==> src/rtl/rpc2_ctrl_pkg.sv <==
// Shared types, AXI constants and the test data pattern for the AXI burst tester.
package rpc2_ctrl_pkg;

    localparam int unsigned DATA_W = 32;
    localparam int unsigned LEN_W  = 8;
    localparam int unsigned CNT_W  = 16;

    localparam logic [2:0] AXI_SIZE_4B    = 3'b010;
    localparam logic [1:0] AXI_BURST_INCR = 2'b01;
    localparam logic [1:0] AXI_RESP_OKAY  = 2'b00;

    typedef enum logic [2:0] {
        ST_IDLE,
        ST_AW,
        ST_W,
        ST_B,
        ST_AR,
        ST_R,
        ST_DONE
    } state_t;

    // Beat idx of a burst: add first, then XOR with the aligned start address.
    function automatic logic [DATA_W-1:0] rpc2_pattern(
        input logic [DATA_W-1:0] seed,
        input logic [DATA_W-1:0] addr,
        input logic [LEN_W-1:0]  idx
    );
        return (seed + {22'd0, idx, 2'b00}) ^ addr;
    endfunction

endpackage

==> src/rtl/rpc2_ctrl_pat_gen.sv <==
// Beat counter and pattern generator shared by write generation and read checking.
module rpc2_ctrl_pat_gen
    import rpc2_ctrl_pkg::*;
(
    input  logic              clk,
    input  logic              reset,
    input  logic              clr,
    input  logic              adv,
    input  logic [DATA_W-1:0] seed,
    input  logic [DATA_W-1:0] addr,
    input  logic [LEN_W-1:0]  len,
    output logic [DATA_W-1:0] pat_c,
    output logic [DATA_W-1:0] pat_nxt_c,
    output logic              last_c,
    output logic              nxt_last_c
);

    logic [LEN_W-1:0] idx_q;

    // Beat index: cleared on command accept, advanced on every data handshake.
    always_ff @(posedge clk or posedge reset) begin
        if (reset) begin
            idx_q <= '0;
        end else if (clr) begin
            idx_q <= '0;
        end else if (adv) begin
            idx_q <= idx_q + LEN_W'(1);
        end
    end

    assign pat_c      = rpc2_pattern(seed, addr, idx_q);
    assign pat_nxt_c  = rpc2_pattern(seed, addr, idx_q + LEN_W'(1));
    assign last_c     = (idx_q == len);
    assign nxt_last_c = ((9'(idx_q) + 9'd1) == 9'(len));

endmodule

==> src/rtl/rpc2_ctrl_axi_tester.sv <==
// AXI4 burst initiator: one INCR write of a pattern or one INCR read checked against it.
module rpc2_ctrl_axi_tester
    import rpc2_ctrl_pkg::*;
#(
    parameter int unsigned C_AXI_MEM_ID_WIDTH   = 4,
    parameter int unsigned C_AXI_MEM_ADDR_WIDTH = 32,
    parameter int unsigned C_TESTER_ID          = 0
) (
    input  logic                            clk,
    input  logic                            reset,
    input  logic                            cmd_valid,
    output logic                            cmd_ready,
    input  logic                            cmd_write,
    input  logic [C_AXI_MEM_ADDR_WIDTH-1:0] cmd_addr,
    input  logic [7:0]                      cmd_len,
    input  logic [31:0]                     cmd_seed,
    output logic                            done,
    output logic                            done_err,
    output logic [15:0]                     mism_cnt,
    output logic [C_AXI_MEM_ID_WIDTH-1:0]   AXIm_AWID,
    output logic [C_AXI_MEM_ADDR_WIDTH-1:0] AXIm_AWADDR,
    output logic [7:0]                      AXIm_AWLEN,
    output logic [2:0]                      AXIm_AWSIZE,
    output logic [1:0]                      AXIm_AWBURST,
    output logic                            AXIm_AWVALID,
    input  logic                            AXIm_AWREADY,
    output logic [31:0]                     AXIm_WDATA,
    output logic [3:0]                      AXIm_WSTRB,
    output logic [C_AXI_MEM_ID_WIDTH-1:0]   AXIm_WID,
    output logic                            AXIm_WLAST,
    output logic                            AXIm_WVALID,
    input  logic                            AXIm_WREADY,
    output logic                            AXIm_BREADY,
    input  logic [C_AXI_MEM_ID_WIDTH-1:0]   AXIm_BID,
    input  logic [1:0]                      AXIm_BRESP,
    input  logic                            AXIm_BVALID,
    output logic [C_AXI_MEM_ID_WIDTH-1:0]   AXIm_ARID,
    output logic [C_AXI_MEM_ADDR_WIDTH-1:0] AXIm_ARADDR,
    output logic [7:0]                      AXIm_ARLEN,
    output logic [2:0]                      AXIm_ARSIZE,
    output logic [1:0]                      AXIm_ARBURST,
    output logic                            AXIm_ARVALID,
    input  logic                            AXIm_ARREADY,
    output logic                            AXIm_RREADY,
    input  logic [C_AXI_MEM_ID_WIDTH-1:0]   AXIm_RID,
    input  logic [31:0]                     AXIm_RDATA,
    input  logic [1:0]                      AXIm_RRESP,
    input  logic                            AXIm_RLAST,
    input  logic                            AXIm_RVALID
);

    localparam int unsigned IW = C_AXI_MEM_ID_WIDTH;
    localparam int unsigned AW = C_AXI_MEM_ADDR_WIDTH;

    state_t            state_q, state_d;
    logic [AW-1:0]     addr_q;
    logic [LEN_W-1:0]  len_q;
    logic [DATA_W-1:0] seed_q;
    logic [IW-1:0]     id_q;

    logic        accept_c, cross_c;
    logic [10:0] span_c;
    logic        aw_hs_c, w_hs_c, b_hs_c, ar_hs_c, r_hs_c;
    logic [DATA_W-1:0] pat_c, pat_nxt_c;
    logic        last_c, nxt_last_c;
    logic        cmd_ready_d, awvalid_d, wvalid_d, bready_d, arvalid_d, rready_d, done_d;
    logic        unused_c;

    assign accept_c = (state_q == ST_IDLE) & cmd_valid & cmd_ready;
    assign span_c   = 11'(cmd_addr[11:2]) + 11'(cmd_len);
    assign cross_c  = (span_c > 11'd1023);

    assign aw_hs_c = AXIm_AWVALID & AXIm_AWREADY;
    assign w_hs_c  = AXIm_WVALID  & AXIm_WREADY;
    assign b_hs_c  = AXIm_BVALID  & AXIm_BREADY;
    assign ar_hs_c = AXIm_ARVALID & AXIm_ARREADY;
    assign r_hs_c  = AXIm_RVALID  & AXIm_RREADY;

    // IDs are ignored: only one transaction is ever outstanding.
    assign unused_c = ^{1'b0, AXIm_BID, AXIm_RID, cmd_addr[1:0]};

    assign AXIm_AWID    = id_q;
    assign AXIm_WID     = id_q;
    assign AXIm_ARID    = id_q;
    assign AXIm_AWADDR  = addr_q;
    assign AXIm_ARADDR  = addr_q;
    assign AXIm_AWLEN   = len_q;
    assign AXIm_ARLEN   = len_q;
    assign AXIm_AWSIZE  = AXI_SIZE_4B;
    assign AXIm_ARSIZE  = AXI_SIZE_4B;
    assign AXIm_AWBURST = AXI_BURST_INCR;
    assign AXIm_ARBURST = AXI_BURST_INCR;
    assign AXIm_WSTRB   = 4'hF;

    rpc2_ctrl_pat_gen u_pat_gen (
        .clk        (clk),
        .reset      (reset),
        .clr        (accept_c),
        .adv        (w_hs_c | r_hs_c),
        .seed       (seed_q),
        .addr       (32'(addr_q)),
        .len        (len_q),
        .pat_c      (pat_c),
        .pat_nxt_c  (pat_nxt_c),
        .last_c     (last_c),
        .nxt_last_c (nxt_last_c)
    );

    // State register.
    always_ff @(posedge clk or posedge reset) begin
        if (reset) begin
            state_q <= ST_IDLE;
        end else begin
            state_q <= state_d;
        end
    end

    // Next-state logic.
    always_comb begin
        state_d = state_q;
        unique case (state_q)
            ST_IDLE: if (accept_c) state_d = cross_c ? ST_DONE : (cmd_write ? ST_AW : ST_AR);
            ST_AW:   if (aw_hs_c) state_d = ST_W;
            ST_W:    if (w_hs_c && AXIm_WLAST) state_d = ST_B;
            ST_B:    if (b_hs_c) state_d = ST_DONE;
            ST_AR:   if (ar_hs_c) state_d = ST_R;
            ST_R:    if (r_hs_c && last_c) state_d = ST_DONE;
            ST_DONE: state_d = ST_IDLE;
            default: state_d = ST_IDLE;
        endcase
    end

    // Control outputs decoded from the upcoming state so they register with it.
    always_comb begin
        cmd_ready_d = 1'b0;
        awvalid_d   = 1'b0;
        wvalid_d    = 1'b0;
        bready_d    = 1'b0;
        arvalid_d   = 1'b0;
        rready_d    = 1'b0;
        done_d      = 1'b0;
        unique case (state_d)
            ST_IDLE: cmd_ready_d = 1'b1;
            ST_AW:   awvalid_d   = 1'b1;
            ST_W:    wvalid_d    = 1'b1;
            ST_B:    bready_d    = 1'b1;
            ST_AR:   arvalid_d   = 1'b1;
            ST_R:    rready_d    = 1'b1;
            ST_DONE: done_d      = 1'b1;
            default: cmd_ready_d = 1'b0;
        endcase
    end

    // Registered control outputs.
    always_ff @(posedge clk or posedge reset) begin
        if (reset) begin
            cmd_ready    <= 1'b0;
            AXIm_AWVALID <= 1'b0;
            AXIm_WVALID  <= 1'b0;
            AXIm_BREADY  <= 1'b0;
            AXIm_ARVALID <= 1'b0;
            AXIm_RREADY  <= 1'b0;
            done         <= 1'b0;
        end else begin
            cmd_ready    <= cmd_ready_d;
            AXIm_AWVALID <= awvalid_d;
            AXIm_WVALID  <= wvalid_d;
            AXIm_BREADY  <= bready_d;
            AXIm_ARVALID <= arvalid_d;
            AXIm_RREADY  <= rready_d;
            done         <= done_d;
        end
    end

    // Command latch, write data/last, and completion status.
    always_ff @(posedge clk or posedge reset) begin
        if (reset) begin
            addr_q     <= '0;
            len_q      <= '0;
            seed_q     <= '0;
            id_q       <= '0;
            AXIm_WDATA <= '0;
            AXIm_WLAST <= 1'b0;
            done_err   <= 1'b0;
            mism_cnt   <= '0;
        end else begin
            if (accept_c) begin
                addr_q   <= {cmd_addr[AW-1:2], 2'b00};
                len_q    <= cmd_len;
                seed_q   <= cmd_seed;
                id_q     <= IW'(C_TESTER_ID);
                done_err <= cross_c;
                mism_cnt <= '0;
            end
            if (aw_hs_c) begin
                AXIm_WDATA <= pat_c;
                AXIm_WLAST <= (len_q == '0);
            end
            if (w_hs_c) begin
                AXIm_WDATA <= pat_nxt_c;
                AXIm_WLAST <= nxt_last_c;
            end
            if (b_hs_c && (AXIm_BRESP != AXI_RESP_OKAY)) begin
                done_err <= 1'b1;
            end
            if (r_hs_c) begin
                if ((AXIm_RDATA != pat_c) && (mism_cnt != 16'hFFFF)) begin
                    mism_cnt <= mism_cnt + CNT_W'(1);
                end
                if ((AXIm_RRESP != AXI_RESP_OKAY) || (AXIm_RLAST != last_c)) begin
                    done_err <= 1'b1;
                end
            end
        end
    end

endmodule
==> config.mk <==
export PLATFORM = sky130hd
export DESIGN_NAME = rpc2_ctrl_axi_tester
export DESIGN_NICKNAME = d
export VERILOG_FILES = /design/src/rtl/rpc2_ctrl_pkg.sv /design/src/rtl/rpc2_ctrl_pat_gen.sv /design/src/rtl/rpc2_ctrl_axi_tester.sv
export SDC_FILE = /design/constraint.sdc
export NUM_CORES = 1
export LEC_CHECK = 0
export ABC_AREA = 1
export CORE_MARGIN = 2
export CORE_UTILIZATION = 44
export CTS_CLUSTER_SIZE = 24
export DETAILED_ROUTE_END_ITERATION = 8
export PLACE_DENSITY = 0.83
export SETUP_SLACK_MARGIN = 0.2
export SLEW_MARGIN = 0
export SYNTH_ARGS = -nofsm -noshare
export SYNTH_HDL_FRONTEND = slang
export SYNTH_SLANG_ARGS = --single-unit
==> constraint.sdc <==
create_clock -name clk -period 4.2 [get_ports clk]
set_clock_uncertainty 0.15 [all_clocks]
set_input_delay 0.63 -clock clk [delete_from_list [all_inputs] [get_ports clk]]
set_output_delay 0.63 -clock clk [all_outputs]
set_load 0.05 [all_outputs]
==> impl_metrics.json <==
{
  "peakVddDrop_mv": 0.656,
  "synth_edf_count": 0,
  "met2WireLength_microns": 14500,
  "slowest_delay_ps": 450,
  "port_buffers": 248,
  "reg2reg_depth": 21,
  "die_width_microns": 152,
  "grt_usage": 0.262,
  "synth_top_family_by_area": "simple AND/OR/NAND/NOR gates",
  "arrival_ps": 3850,
  "first_global_vias": 9292,
  "path_cells": "ha_1 -> inv_1 -> fa_1 -> inv_1 -> nand2_1 -> nand2_1 -> nand2_1 -> o21ai_4 -> nand3_1 -> nand2_1 -> nand2_1 -> nand2_1 -> nand2_1 -> nor2_1 -> nand2_1 -> nor2_1 -> nand3_4 -> nand2_8 -> nand2_1 -> nand2_1 -> inv_1",
  "wire_per_inst_microns": 16.6,
  "path_common_cell": "nand2_1",
  "grt_first_pass_wirelength_microns": 48300,
  "top_level_ports": 289,
  "hold_viol_final": 0,
  "firstDrtPassIters": 7,
  "r2r_slack_ps": 520,
  "ys_warn_count": 0,
  "sequentialPowerShare": 0.242,
  "synth_top_flop_cell": "dfrtp_1",
  "postCtsSetupRepairBufs": 0,
  "p_int_uw": 5080,
  "pwr-share-clk": 0.141,
  "place_hpwl_microns": 23800,
  "grt_overflow_total": 0,
  "drt_iter0_markers": 814,
  "final_antenna_net_count": 0,
  "min_path_type": "reg -> reg",
  "critPathKind": "reg -> reg",
  "cp_max_fo": 28,
  "async_reset_ff_frac": 1.00,
  "r2r_start": "u_pat_gen.idx_q[0]$_DFFE_PP0P_",
  "critPathLaunchType": "flop",
  "met1_length_microns": 12900,
  "muxShareOfSynthArea": 0.00104,
  "netlist_instances": 1356,
  "maxCapViolations": 0,
  "finalMaxSlewViolations": 0,
  "r2r_end": "mism_cnt[13]$_DFF_PP0_",
  "p_sw_uw": 5820,
  "synth-compound-area-share": 0.0866,
  "outcome": "complete, no violations",
  "synth_area_per_cell_sq_um": 7.12,
  "avgViaCountPerCell": 5.18,
  "num_vias": 9638,
  "clock_latency_ps": 420,
  "slowest_stage": "dfrtp_1",
  "crit_path_end": "mism_cnt[13]$_DFF_PP0_",
  "slew-limit-headroom": 0.298,
  "drc": 0,
  "row_count": 54,
  "routed.top_layer": "met4",
  "htree_levels": 4,
  "power_density_mw_per_mm2": 858,
  "coreArea_sq_mm": 0.0217,
  "dr_wl_met3_microns": 2510,
  "fp.dieArea_sq_mm": 0.0231,
  "cts_tree": "yes",
  "drive_gt1_frac": 0.0513,
  "place_congestion": 0.920,
  "cellLeakagePower_uw": 0.00630,
  "tightest_slew_ps": 1050,
  "max_freq_mhz": 272,
  "clockRootBuffer": "clkbuf_16",
  "ys_seq_elements": 138,
  "crit_start": "u_pat_gen.idx_q[0]$_DFFE_PP0P_",
  "syn_to_final_growth_pct": 31.5,
  "grt_max_degree": 45,
  "end_kind": "flop",
  "swShare": 0.534,
  "fp.dieH_microns": 152,
  "clkTransAtPathRegs_ps": 60,
  "final_cell_mix": "nand2_1, clkdlybuf4s50_1, inv_1, dfrtp_1, nand3_1",
  "final_common_cell": "nand2_1",
  "antenna_found_initial": 3,
  "p_comb_frac": 0.618,
  "synthAdderAreaFrac": 0.0386,
  "power_uw": 10900,
  "seq_area_frac_synth": 0.358,
  "setup_viol": 0,
  "drt_wl_total_microns": 30800,
  "nets": 1721,
  "grt_setup_unrepaired": "false",
  "start_util": 0.445,
  "synthXorXnorAreaFrac": 0.0761,
  "netlist-cell-type-count": 52,
  "clock_path_buffers": 2,
  "critPathRequiredTime_ps": 4370,
  "numCtsBuffers": 17,
  "synth_simple_gate_area_share": 0.308,
  "cts_sinks": 138,
  "fin_tns_setup_ps": 0,
  "min_period_over_period": 0.876,
  "syn_area_sq_mm": 0.00965,
  "period_needed_ps": 3680
}
==> cell usage after synthesis, types with 4 or more instances <==
library cell / instances / area (sq um)
o21ai_0: 45 / 225
dfrtp_1: 138 / 3450
o221ai_1: 9 / 78.8
o22ai_1: 19 / 119
buf_4: 68 / 510
nand4_1: 16 / 100
a31oi_1: 8 / 50.1
nand3_1: 79 / 395
o211ai_1: 5 / 37.5
xor2_1: 50 / 438
inv_1: 158 / 593
nand2_1: 490 / 1840
inv_2: 7 / 26.3
o21ai_2: 5 / 43.8
nand3b_1: 13 / 97.6
o21ai_1: 8 / 40.0
nor3_1: 11 / 55.1
xnor2_1: 26 / 228
buf_1: 4 / 15.0
ha_1: 25 / 313
nor3_2: 6 / 60.1
clkbuf_1: 21 / 78.8
a21oi_1: 30 / 150
nor2_1: 67 / 251
nor4_1: 6 / 37.5
nand2_2: 6 / 37.5
==> power groups by stage <==
stage	clock network, uW	logic [uW]	registers (uW)
3_3_place_gp	0	6520	2630
6_report	1530	6730	2630
5_1_grt	1610	7260	2710
3_5_place_dp	0	6670	2640
4_1_cts	1550	6700	2630
2_1_floorplan	0	3740	3630
==> per-stage QoR <==
| stage | hold slack [ps] | util | setup slack [ps] | area [sq um] | std cells |
|---|---|---|---|---|---|
| after floorplan | 318 | - | 1270 | 9760 | 1384 |
| after CTS | 351 | 0.584 | 498 | 12700 | 1860 |
| final | 349 | 0.585 | 522 | 12700 | 1862 |
| after global placement | 323 | 0.557 | 592 | 12100 | 1828 |
| after global routing | 370 | 0.585 | 156 | 12700 | 1860 |
| after detailed placement | 332 | 0.557 | 519 | 12100 | 1828 |
==> layer usage <==
| metal | global-route usage | up-vias |
|---|---|---|
| met1 | 0.333 | 4497 |
| met5 | 0 | - |
| met3 | 0.0642 | 63 |
| li1 | - | 4646 |
| met2 | 0.432 | 432 |
| met4 | 0.105 | 0 |
==> timing repair <==
| item | in CTS | in global routing |
|---|---|---|
| gates resized for setup | 0 | 3 |
| hold endpoints to repair | 0 | 0 |
| setup endpoints to repair | 0 | 16 |
| hold buffers | 0 | 0 |
==> worst min path at each step <==
| stage | from | end | cells past startpoint |
|---|---|---|---|
| 6_report | AXIm_WDATA[0]$_DFFE_PP0P_ | AXIm_WDATA[0]$_DFFE_PP0P_ | 2 |
| 3_3_place_gp | AXIm_WDATA[1]$_DFFE_PP0P_ | AXIm_WDATA[1]$_DFFE_PP0P_ | 2 |
| 5_1_grt | AXIm_WDATA[8]$_DFFE_PP0P_ | AXIm_WDATA[8]$_DFFE_PP0P_ | 2 |
| 4_1_cts | AXIm_WDATA[0]$_DFFE_PP0P_ | AXIm_WDATA[0]$_DFFE_PP0P_ | 2 |
| 3_5_place_dp | AXIm_WDATA[0]$_DFFE_PP0P_ | AXIm_WDATA[0]$_DFFE_PP0P_ | 2 |
| 2_1_floorplan | seed_q[31]$_DFFE_PP0P_ | seed_q[31]$_DFFE_PP0P_ | 2 |
==> logic make-up after synthesis <==
logic type,Yosys count
other,2
XOR/XNOR,79
AO/OA/AOI/OAI,139
buffers and inverters,264
adder cells (fa/ha/maj),28
AND/OR/NAND/NOR,705
multiplexers,1
flip-flops,138
==> worst max-delay path, delay by kind of cell (launching register included) <==
| kind | cells | cell delay [ps] |
|---|---|---|
| adder cells (fa/ha/maj) | 2 | 700 |
| AND/OR/NAND/NOR | 15 | 1710 |
| buffers and inverters | 3 | 240 |
| AO/OA/AOI/OAI | 1 | 290 |
| flip-flops | 1 | 450 |
==> sequential cells by signal, summed over array words and instances, names as in the netlist <==
register / flops
u_pat_gen.idx_q: 8
cmd_ready: 1
state_q: 3
AXIm_WLAST: 1
AXIm_WVALID: 1
seed_q: 32
AXIm_ARVALID: 1
AXIm_WDATA: 32
AXIm_ARLEN: 8
AXIm_AWVALID: 1
done_err: 1
mism_cnt: 16
AXIm_RREADY: 1
AXIm_BREADY: 1
done: 1
AXIm_ARADDR: 30
==> cell type report <==
| cell class | instances | area, sq um |
|---|---|---|
| fill | 1948 | 9000 |
| multi-input combinational | 982 | 5050 |
| sequential | 138 | 3450 |
| timing repair buffer | 260 | 2600 |
| inverter | 168 | 634 |
| clock buffer | 20 | 457 |
| tap | 280 | 350 |
| clock inverter | 12 | 140 |
| antenna | 2 | 5.00 |
Power figures use the tool's default switching activity.
